===== config.mk =====
export PLATFORM = sky130hd
export DESIGN_NAME = plb_master_arbiter
export DESIGN_NICKNAME = d
export VERILOG_FILES = /design/src/rtl/plb_master_arbiter.sv
export SDC_FILE = /design/constraint.sdc
export NUM_CORES = 1
export LEC_CHECK = 0
export ABC_AREA = 1
export CAP_MARGIN = 5
export CORE_AREA = 2 2 127 129
export CTS_BUF_LIST = sky130_fd_sc_hd__clkbuf_8
export DETAILED_ROUTE_END_ITERATION = 8
export DIE_AREA = 0 0 129 131
export DONT_BUFFER_PORTS = 1
export PLACE_DENSITY = 0.55
export SLEW_MARGIN = 20
export SYNTH_ARGS = -nofsm -noshare
export SYNTH_HDL_FRONTEND = slang
export SYNTH_SLANG_ARGS = --single-unit

===== constraint.sdc =====
create_clock -name PLB_clk -period 1.7 [get_ports PLB_clk]
set_input_delay 0.34 -clock PLB_clk [delete_from_list [all_inputs] [get_ports PLB_clk]]
set_output_delay 0.34 -clock PLB_clk [all_outputs]
set_load 0.05 [all_outputs]

===== src/rtl/plb_master_arbiter.sv =====
// Round-robin arbiter sharing one PLB IPIF master port between two single-beat
// requesters; latches the winning command and routes ack/complete/error back to it.
module plb_master_arbiter #(
  parameter int C_MST_AWIDTH = 32,
  parameter int C_MST_DWIDTH = 32,
  parameter int TIMEOUT_CYC  = 255
) (
  input  logic                        PLB_clk,
  input  logic                        reset,
  input  logic                        Bus2IP_Reset,
  input  logic                        m0_rd_req,
  input  logic                        m0_wr_req,
  input  logic [0:C_MST_AWIDTH-1]     m0_addr,
  input  logic [C_MST_DWIDTH/8-1:0]   m0_be,
  input  logic [C_MST_DWIDTH-1:0]     m0_wr_d,
  output logic                        m0_cmdack,
  output logic                        m0_cmplt,
  output logic                        m0_error,
  output logic [C_MST_DWIDTH-1:0]     m0_rd_d,
  output logic                        m0_rd_vld,
  input  logic                        m1_rd_req,
  input  logic                        m1_wr_req,
  input  logic [0:C_MST_AWIDTH-1]     m1_addr,
  input  logic [C_MST_DWIDTH/8-1:0]   m1_be,
  input  logic [C_MST_DWIDTH-1:0]     m1_wr_d,
  output logic                        m1_cmdack,
  output logic                        m1_cmplt,
  output logic                        m1_error,
  output logic [C_MST_DWIDTH-1:0]     m1_rd_d,
  output logic                        m1_rd_vld,
  output logic                        IP2Bus_MstRd_Req,
  output logic                        IP2Bus_MstWr_Req,
  output logic [0:C_MST_AWIDTH-1]     IP2Bus_Mst_Addr,
  output logic [C_MST_DWIDTH/8-1:0]   IP2Bus_Mst_BE,
  output logic                        IP2Bus_Mst_Lock,
  output logic                        IP2Bus_Mst_Reset,
  output logic [C_MST_DWIDTH-1:0]     IP2Bus_MstWr_d,
  input  logic                        Bus2IP_Mst_CmdAck,
  input  logic                        Bus2IP_Mst_Cmplt,
  input  logic                        Bus2IP_Mst_Error,
  input  logic                        Bus2IP_Mst_Rearbitrate,
  input  logic                        Bus2IP_Mst_Cmd_Timeout,
  input  logic [C_MST_DWIDTH-1:0]     Bus2IP_MstRd_d,
  input  logic                        Bus2IP_MstRd_src_rdy_n,
  input  logic                        Bus2IP_MstWr_dst_rdy_n
);

  localparam int BW = C_MST_DWIDTH / 8;
  localparam logic [7:0] TMO_LAST = 8'(TIMEOUT_CYC);

  typedef enum logic [1:0] {S_IDLE, S_REQ, S_BACKOFF, S_XFER} state_t;

  state_t                    state;
  logic                      gnt;
  logic                      last_gnt;
  logic                      cmd_rd;
  logic                      cmd_wr;
  logic [0:C_MST_AWIDTH-1]   cmd_addr;
  logic [BW-1:0]             cmd_be;
  logic [C_MST_DWIDTH-1:0]   cmd_wr_d;
  logic [7:0]                tmo_cnt;

  logic rst_any, req0, req1, win;
  logic in_req, in_xfer, ack_hit, early_done, req_tmo, xfer_done, xfer_tmo;
  logic done, err, rd_vld_any;
  logic unused_dst_rdy;

  assign rst_any = reset | Bus2IP_Reset;
  assign req0    = m0_rd_req | m0_wr_req;
  assign req1    = m1_rd_req | m1_wr_req;
  assign win     = (req0 && req1) ? ~last_gnt : req1;

  // Control decode from registered state; reset blanks every strobe immediately.
  assign in_req     = (state == S_REQ)  && !rst_any;
  assign in_xfer    = (state == S_XFER) && !rst_any;
  assign ack_hit    = in_req && Bus2IP_Mst_CmdAck;
  assign early_done = ack_hit && Bus2IP_Mst_Cmplt;
  assign req_tmo    = in_req && !Bus2IP_Mst_CmdAck && Bus2IP_Mst_Cmd_Timeout;
  assign xfer_done  = in_xfer && Bus2IP_Mst_Cmplt;
  assign xfer_tmo   = in_xfer && !Bus2IP_Mst_Cmplt && (tmo_cnt == TMO_LAST);
  assign done       = early_done || req_tmo || xfer_done || xfer_tmo;
  assign err        = req_tmo || xfer_tmo || ((early_done || xfer_done) && Bus2IP_Mst_Error);
  assign rd_vld_any = (in_req || in_xfer) && cmd_rd && !Bus2IP_MstRd_src_rdy_n;

  assign m0_cmdack = ack_hit && !gnt;
  assign m1_cmdack = ack_hit &&  gnt;
  assign m0_cmplt  = done && !gnt;
  assign m1_cmplt  = done &&  gnt;
  assign m0_error  = done && err && !gnt;
  assign m1_error  = done && err &&  gnt;
  assign m0_rd_vld = rd_vld_any && !gnt;
  assign m1_rd_vld = rd_vld_any &&  gnt;
  assign m0_rd_d   = m0_rd_vld ? Bus2IP_MstRd_d : '0;
  assign m1_rd_d   = m1_rd_vld ? Bus2IP_MstRd_d : '0;

  assign IP2Bus_MstRd_Req = in_req && cmd_rd;
  assign IP2Bus_MstWr_Req = in_req && cmd_wr;
  assign IP2Bus_Mst_Addr  = cmd_addr;
  assign IP2Bus_Mst_BE    = cmd_be;
  assign IP2Bus_MstWr_d   = cmd_wr_d;
  assign IP2Bus_Mst_Lock  = 1'b0;
  assign IP2Bus_Mst_Reset = xfer_tmo;

  // Write-side handshake is observed by the IPIF itself; nothing here depends on it.
  assign unused_dst_rdy = Bus2IP_MstWr_dst_rdy_n;

  always_ff @(posedge PLB_clk) begin
    if (rst_any) begin
      state    <= S_IDLE;
      gnt      <= 1'b0;
      last_gnt <= 1'b1;
      cmd_rd   <= 1'b0;
      cmd_wr   <= 1'b0;
      cmd_addr <= '0;
      cmd_be   <= '0;
      cmd_wr_d <= '0;
      tmo_cnt  <= '0;
    end else begin
      case (state)
        S_IDLE: begin
          if (req0 || req1) begin
            gnt <= win;
            // A port raising both requests is treated as a write.
            if (win) begin
              cmd_rd   <= m1_rd_req & ~m1_wr_req;
              cmd_wr   <= m1_wr_req;
              cmd_addr <= m1_addr;
              cmd_be   <= m1_be;
              cmd_wr_d <= m1_wr_d;
            end else begin
              cmd_rd   <= m0_rd_req & ~m0_wr_req;
              cmd_wr   <= m0_wr_req;
              cmd_addr <= m0_addr;
              cmd_be   <= m0_be;
              cmd_wr_d <= m0_wr_d;
            end
            state <= S_REQ;
          end
        end
        S_REQ: begin
          if (Bus2IP_Mst_CmdAck) begin
            if (Bus2IP_Mst_Cmplt) begin
              last_gnt <= gnt;
              state    <= S_IDLE;
            end else begin
              tmo_cnt <= '0;
              state   <= S_XFER;
            end
          end else if (Bus2IP_Mst_Cmd_Timeout) begin
            last_gnt <= gnt;
            state    <= S_IDLE;
          end else if (Bus2IP_Mst_Rearbitrate) begin
            state <= S_BACKOFF;
          end
        end
        S_BACKOFF: state <= S_REQ;
        S_XFER: begin
          if (Bus2IP_Mst_Cmplt || (tmo_cnt == TMO_LAST)) begin
            last_gnt <= gnt;
            state    <= S_IDLE;
          end else begin
            tmo_cnt <= tmo_cnt + 8'd1;
          end
        end
        default: state <= S_IDLE;
      endcase
    end
  end

endmodule

==> results by group, run 1 <==
Outcome
  • Outcome: finished, violations left
  • Failing checks: negative setup slack

Place
  • Dpl cells: 984
  • DP HPWL: 11600 um
  • Area of placed instances: 6660 um2
  • Port Buf Inserts: 0
  • Final GP Congestion: 0.751

Yosys
  • Post-synthesis compound-gate area fraction: 13.8%
  • Adder-Cell Fraction of Synth Area: 0.276%
  • Syn avg cell area: 6.42 um2
  • Post-Syn Nets: 889
  • Largest cells by area after synthesis: dfxtp_1, nand2_1, o211ai_1
  • Synth warn: 0
  • Syn Std Cell Area: 4530 um2
  • Mux cell area share after synthesis: 0%
  • Yosys cell types: 26
  • Cell taking the most area after synthesis: dfxtp_1
  • Largest family of logic cells by synthesized area: simple AND/OR/NAND/NOR gates
  • Share of the synthesized area in the top cell type: 36.2%
  • Sequential area share after synthesis: 36.2%
  • XOR/XNOR Fraction of Synth Area: 0%
  • Mapped Cells: 706
  • Yosys reg bits: 82
  • Simple-gate share of the synthesized area: 33.1%

Run
  • Max_cap viols: 0

Timing
  • Final worst path period share: 124%
  • Clk_skew: 0.00612 ns
  • Crit path setup slack, layout: -0.406 ns
  • Slew Limit Fails: 0
  • Endpoints failing hold: 0
  • Slew HR: 62.1%
  • Final Setup Violations: 75
  • FMAX: 475 MHz
  • Crit path time final: 2.11 ns
  • Unrepaired setup endpoints after global routing: true
  • Slew @ Worst Pin: 0.568 ns

Setup path
  • WS Path Type: reg -> out
  • Critical Path Fanout Max: 16
  • Worst Setup Start Kind: flip-flop
  • Reg-to-reg startpoint: state[0]
  • Worst path max stage delay: 0.36 ns
  • Required time of the critical path: 1.36 ns
  • CP Launch Point: state[0]
  • WP data arrival: 1.77 ns
  • Slowest cell on the critical path: dfxtp_2
  • CP Capture Type: output port
  • CP Cell Sequence: inv_4 -> nor4_4 -> nand2_2 -> clkbuf_16 -> nor2_4 -> buf_12

Drt
  • Drt pass-1 iters: 4
  • Via density: 4.64
  • Starting DRC count in detailed routing: 121
  • Via Count: 4671
  • DRC viols: 0
  • ANT nets after route: 0
  • Routed WL: 15100 um
  • WL per Instance: 15.0 um

Min path
  • Hold Crit Class: in -> reg
  • Hold_sp: m0_rd_req

Pwr
  • Leak pwr: 3.37 nW
  • Peak supply drop: 0.384 mV
  • Clock network power share: 28.8%
  • Cell Int Power: 2.85 mW
  • Pwr dens: 633 nW/um2
  • Sw frac: 37.3%
  • Combinational cell fraction of total power: 16.9%
  • P_sw: 1.69 mW
  • Seq pwr share: 54.3%

Clock tree
  • Clock Latency Late Sink: 0.35 ns
  • CTS max path bufs: 2
  • Post-CTS Hold Buffers: 0
  • CTS tree: done
  • CTS clk-pin slew, worst paths: 0.09 ns
  • H-tree depth: 3
  • Clk sinks: 82
  • Clock root buffer: clkbuf_8
  • CTS buffer count: 9

Floorplan
  • Chip height: 131 um
  • Initial Utilization: 29.1%
  • Placeable Area: 15600 um2
  • Die width: 129 um
  • Ports: 326
  • Cell Rows: 46
  • DIE AREA: 16900 um2

Global route
  • Largest net degree at the start of global routing: 70
  • Total gr overflow: 0
  • GRT Total Usage: 16.4%
  • Initial antenna violation count: 0
  • First-pass GRT wire length: 21600 um
  • Vias in the first global route: 4244

Finish
  • Inserted Diodes: 0
  • Fill cells: 1518
  • Layout Cells excl Fill: 1006
  • Layout cells sized above 1: 32.2%
  • Design area: 7170 um2
  • Area delta synth->final: 58.3%
  • Net count reported at finish: 968
-- worst paths after layout --
kind	endpoint	slack, ns	depth (start not counted)
setup / recovery	m1_rd_d[30]	-0.41	6
hold / removal	cmd_rd	0.17	2
setup reg to reg	IP2Bus_MstWr_d[11]	0.19	9
hold reg to reg	cmd_wr	0.47	2
-- per-stage QoR --
step / setup TNS [ns] / util, % / power (mW) / setup slack, ns / hold slack (ns)
3_5_place_dp: -3.53 / 42.7 / 3.27 / -0.132 / 0.454
3_3_place_gp: -3.33 / 42.7 / 3.26 / -0.148 / 0.462
5_1_grt: -33.68 / 46.0 / 4.81 / -0.505 / 0.163
6_report: -26.51 / 46.0 / 4.54 / -0.406 / 0.174
2_1_floorplan: -7.28 / - / 3.07 / -0.227 / 0.441
4_1_cts: -25.57 / 44.8 / 4.60 / -0.419 / 0.145
-- cells by family after synthesis --
| family | after synthesis |
|---|---|
| DFF | 82 |
| buffers and inverters | 176 |
| adders and majority gates | 1 |
| AOI/OAI and AO/OA | 90 |
| and+or+nand+nor | 356 |
| other | 1 |
-- registers in the layout, summed over array words and instances (netlist names) --
signal           cells
state                2
tmo_cnt              8
IP2Bus_MstWr_d      32
gnt                  1
IP2Bus_Mst_BE        4
IP2Bus_Mst_Addr     32
cmd_rd               1
last_gnt             1
cmd_wr               1
-- placed cells by master (no fill, tap or decap), types with 9 or more instances in the layout --
cell type	n
o211ai_1	68
buf_4	26
nand2_1	165
buf_6	10
nor2_4	66
nand3_1	77
dfxtp_1	78
inv_2	23
nor2_1	17
nand2_2	9
nor2_2	11
inv_1	107
buf_12	70
clkbuf_8	9
-- cells in the mapped netlist --
cell type and number:
nor2_4 4, nand4_1 4, nand2_2 3, buf_4 9
nand2_1 172, o21ai_1 2, nor2_2 2, nand3_1 79
inv_2 24, conb_1 1, o22ai_1 1, buf_6 3
nor3_1 2, o21ai_0 7, a21oi_2 1, dfxtp_1 82
o211ai_1 68, nor4_2 1, buf_1 6, or2_1 1
buf_2 24, clkbuf_1 2, inv_1 108, ha_1 1
a21oi_1 11, nor2_1 88
-- power by group through the flow --
stage,logic [mW],registers [mW],clock network (mW)
6_report,0.768,2.47,1.31
5_1_grt,0.877,2.48,1.45
4_1_cts,0.767,2.47,1.36
3_5_place_dp,0.757,2.51,0
3_3_place_gp,0.747,2.52,0
2_1_floorplan,0.591,2.48,0
-- critical path: cells and delay by family, from the launching register on --
family,cells,cell delay [ns]
AND/OR/NAND/NOR,3,0.61
buffers and inverters,3,0.45
flip-flops,1,0.36
-- layer usage --
metal / global-route usage, % / routed length [um]
met5: 0 / 0
met4: 4.41 / 182
met3: 5.46 / 1340
met2: 30.1 / 7890
met1: 18.2 / 5680
-- cell type report --
cell class	count	area [um2]	area share, %
clock buffer	9	124	1.73
multi-input combinational	448	2750	38.3
sequential	82	1650	23.0
inverter	132	505	7.05
clock inverter	7	55.1	0.767
tap	216	270	3.77
timing repair buffer	112	1820	25.4
-- what timing repair did --
| action | in CTS | in global routing |
|---|---|---|
| setup buffers | 3 | 2 |
| setup endpoints to repair | 75 | 77 |
| resized for setup | 35 | 28 |
| pin swaps | 5 | 11 |
| gates cloned | 0 | 3 |
Power figures use the tool's default switching activity.
==> run 2, diff against run 1 <==
--- a/config.mk
+++ b/config.mk
@@ -5,14 +5,13 @@
 export SDC_FILE = /design/constraint.sdc
 export NUM_CORES = 1
 export LEC_CHECK = 0
-export ABC_AREA = 1
 export CAP_MARGIN = 5
-export CORE_AREA = 2 2 127 129
+export CORE_AREA = 2 2 126 128
 export CTS_BUF_LIST = sky130_fd_sc_hd__clkbuf_8
 export DETAILED_ROUTE_END_ITERATION = 8
-export DIE_AREA = 0 0 129 131
+export DIE_AREA = 0 0 128 130
 export DONT_BUFFER_PORTS = 1
-export PLACE_DENSITY = 0.55
+export PLACE_DENSITY = 0.53
 export SLEW_MARGIN = 20
 export SYNTH_ARGS = -nofsm -noshare
 export SYNTH_HDL_FRONTEND = slang
==> constraint.sdc (replaced) <==
create_clock -name PLB_clk -period 2.25 [get_ports PLB_clk]
set_input_delay 0.45 -clock PLB_clk [delete_from_list [all_inputs] [get_ports PLB_clk]]
set_output_delay 0.45 -clock PLB_clk [all_outputs]
set_load 0.05 [all_outputs]
==> run 2 against run 1 <==
Effect of this change:
- the run now ends clean
- global-route usage down 1.6 points
- critical path type unchanged
- first-iteration DRC count increased by 9.1%
- combinational power is 54% lower
==> results by group, run 2 <==
Outcome
  • Outcome: finished, final reports clean

Place
  • DP HPWL: 10500 um
  • Port Buf Inserts: 0
  • Final GP Congestion: 0.832
  • Area of placed instances: 5610 um2
  • Dpl cells: 715
  • Pre-CTS setup slack: 0.0889 ns

Finish
  • Most frequent cells in the layout: a21oi_1, dfxtp_1, o21ai_0
  • Layout cells sized above 1: 28.4%
  • Area delta synth->final: 41.6%
  • Layout Cells excl Fill: 737
  • Net count reported at finish: 723
  • Design area: 6000 um2
  • Commonest non-fill, non-tap cell in the layout: a21oi_1
  • Inserted Diodes: 0

Setup path
  • Required time of the critical path: 1.80 ns
  • Worst path max stage delay: 0.43 ns
  • Critical Path Fanout Max: 16
  • R2r endpoint: IP2Bus_MstWr_d[17]
  • Slowest cell on the critical path: dfxtp_4
  • Worst path depth: 6
  • CP Launch Point: state[0]
  • R2R depth: 5
  • R2r setup slk: 0.48 ns
  • Setup crit end: m1_rd_d[15]
  • WP data arrival: 1.71 ns
  • Reg-to-reg startpoint: last_gnt
  • Crit path buffers/inverters: 3
  • Worst Setup Start Kind: flip-flop
  • Cell family with most CP delay: buffers and inverters
  • CP Capture Type: output port
  • CP Cell Sequence: nand2_2 -> nor4_4 -> buf_4 -> clkbuf_16 -> and2_1 -> buf_12
  • WS Path Type: reg -> out

Drt
  • Starting DRC count in detailed routing: 132
  • ANT nets after route: 0
  • Routed WL: 13500 um
  • DRC viols: 0
  • WL per Instance: 18.4 um
  • Drt pass-1 iters: 5
  • Via density: 5.22
  • Via Count: 3845

Global route
  • First-pass GRT wire length: 19100 um
  • Vias in the first global route: 3494
  • Total gr overflow: 0
  • Largest net degree at the start of global routing: 82
  • Initial antenna violation count: 0
  • GRT Total Usage: 14.8%

Yosys
  • Syn Std Cell Area: 4240 um2
  • Syn avg cell area: 8.63 um2
  • Yosys cell types: 46
  • Post-synth EDFFs: 0
  • Yosys reg bits: 82
  • Synth warn: 0
  • Main synth FF type: dfxtp_1
  • Sequential area share after synthesis: 38.7%
  • Most instantiated library cell after synthesis: dfxtp_1
  • Async SR Flop Fraction: 0%
  • Mapped Cells: 491
  • Top cells by count, synth: dfxtp_1, a21oi_1, o21ai_0
  • Post-Syn Nets: 674
  • Largest cells by area after synthesis: dfxtp_1, mux2i_1, and2_1
  • Cell taking the most area after synthesis: dfxtp_1
  • Share of the synthesized area in the top cell type: 38.7%

Pwr
  • Seq pwr share: 53.0%
  • Cell Int Power: 2.41 mW
  • Leak pwr: 2.56 nW
  • Peak supply drop: 0.361 mV
  • Sw frac: 31.1%
  • Clock network power share: 36.9%
  • P_sw: 1.09 mW
  • Combinational cell fraction of total power: 10.2%
  • Pwr dens: 583 nW/um2

Timing
  • Final worst path period share: 96.0%
  • Endpoints failing hold: 0
  • Slew @ Worst Pin: 0.661 ns
  • Hold slack: 0.245 ns
  • Final Setup Violations: 0
  • FMAX: 463 MHz
  • Slew Limit Fails: 0
  • Crit path time final: 2.16 ns
  • Clk_skew: 0.0125 ns
  • Slew HR: 55.9%
  • Crit path setup slack, layout: 0.0903 ns
  • Unrepaired setup endpoints after global routing: true

Clock tree
  • CTS clk-pin slew, worst paths: 0.08 ns
  • CTS buffer count: 9
  • Clock root buffer: clkbuf_8
  • Clk sinks: 82
  • CTS max path bufs: 2
  • CTS tree: done
  • Clock Latency Late Sink: 0.35 ns
  • H-tree depth: 3

Floorplan
  • Placeable Area: 15400 um2
  • DIE AREA: 16600 um2
  • Ports: 326
  • Chip height: 130 um
  • Initial Utilization: 27.5%
  • Cell Rows: 46
  • Die width: 128 um

Run
  • Max_cap viols: 0

Min path
  • Hold Crit Class: in -> reg
  • Hold-critical path depth: 2
## run 2: changes by cell type after synthesis, moves of 65 or more
cell,delta
nand2_1,-161
inv_1,-106
nand3_1,-76
nor2_1,-73
o21ai_0,+70
mux2i_1,+68
o211ai_1,-67
a21oi_1,+66
and2_1,+65
## run 2: timing repair
| action | CTS | global route |
|---|---|---|
| gates resized for setup | 13 | 18 |
| setup buffers | 1 | 4 |
| endpoints found under the setup margin | 70 | 36 |
| hold buffers | 0 | 0 |
| cloned | 0 | 1 |
| pin swaps | 4 | 2 |
## run 2: worst reg2reg max path, stage by stage (launching register included)
cell     delay [ns]
dfxtp_1        0.39
o21ai_0        0.17
o21ai_4        0.09
buf_4          0.52
mux2i_1        0.37
a21oi_1        0.10
## run 2: worst min path at each step
stage | start | end | slack (ns)
final | Bus2IP_Mst_Rearbitrate | state[1] | 0.25
after global routing | Bus2IP_Mst_Rearbitrate | state[1] | 0.23
after CTS | Bus2IP_Mst_Rearbitrate | state[1] | 0.21
after detailed placement | tmo_cnt[7] | tmo_cnt[7] | 0.47
after global placement | tmo_cnt[7] | tmo_cnt[7] | 0.47
after floorplan | cmd_wr | cmd_wr | 0.45
## run 2: metrics by stage
stage | power [mW] | utilization [%] | setup TNS [ns]
2_1_floorplan | 2.16 | - | -0.404
5_1_grt | 3.67 | 38.9 | -0.167
6_report | 3.50 | 38.9 | 0
3_5_place_dp | 2.24 | 36.4 | 0
4_1_cts | 3.55 | 38.2 | 0
3_3_place_gp | 2.22 | 36.4 | 0
## run 2: logic make-up (layout without fill, tap and decap cells)
group | after synthesis | in the layout | share of synthesized area (%)
AO/OA/AOI/OAI | 170 | 170 | 21.2
adder cells (fa/ha/maj) | 1 | 1 | 0.295
buffers and inverters | 47 | 101 | 5.67
flip-flops | 82 | 82 | 38.7
multiplexers | 69 | 69 | 16.3
other | 1 | 1 | 0.0885
AND/OR/NAND/NOR | 121 | 121 | 17.7
## run 2: layer usage
layer	part of all wire [%]	vias to the layer above	track usage, %
met1	35	1774	14.8
met4	1.6	0	5.17
met3	8.6	14	4.76
met2	55	223	28.6
met5	0	-	0
li1	-	1834	-
## run 2: layout make-up
| cell class | instances | area, um2 |
|---|---|---|
| flip-flops and latches | 82 | 1660 |
| clock buffers | 9 | 124 |
| repair buffers | 83 | 1370 |
| clock inverters | 7 | 119 |
| fillers | 1522 | 9420 |
| well taps | 192 | 240 |
| inverters | 2 | 7.51 |
| multi-input cells | 362 | 2480 |
## run 2: power by group through the flow
stage,Combinational [mW],Sequential [mW],Clock (mW)
6_report,0.355,1.85,1.29
2_1_floorplan,0.301,1.86,0
4_1_cts,0.350,1.86,1.35
3_5_place_dp,0.349,1.89,0
3_3_place_gp,0.331,1.89,0
5_1_grt,0.391,1.86,1.42
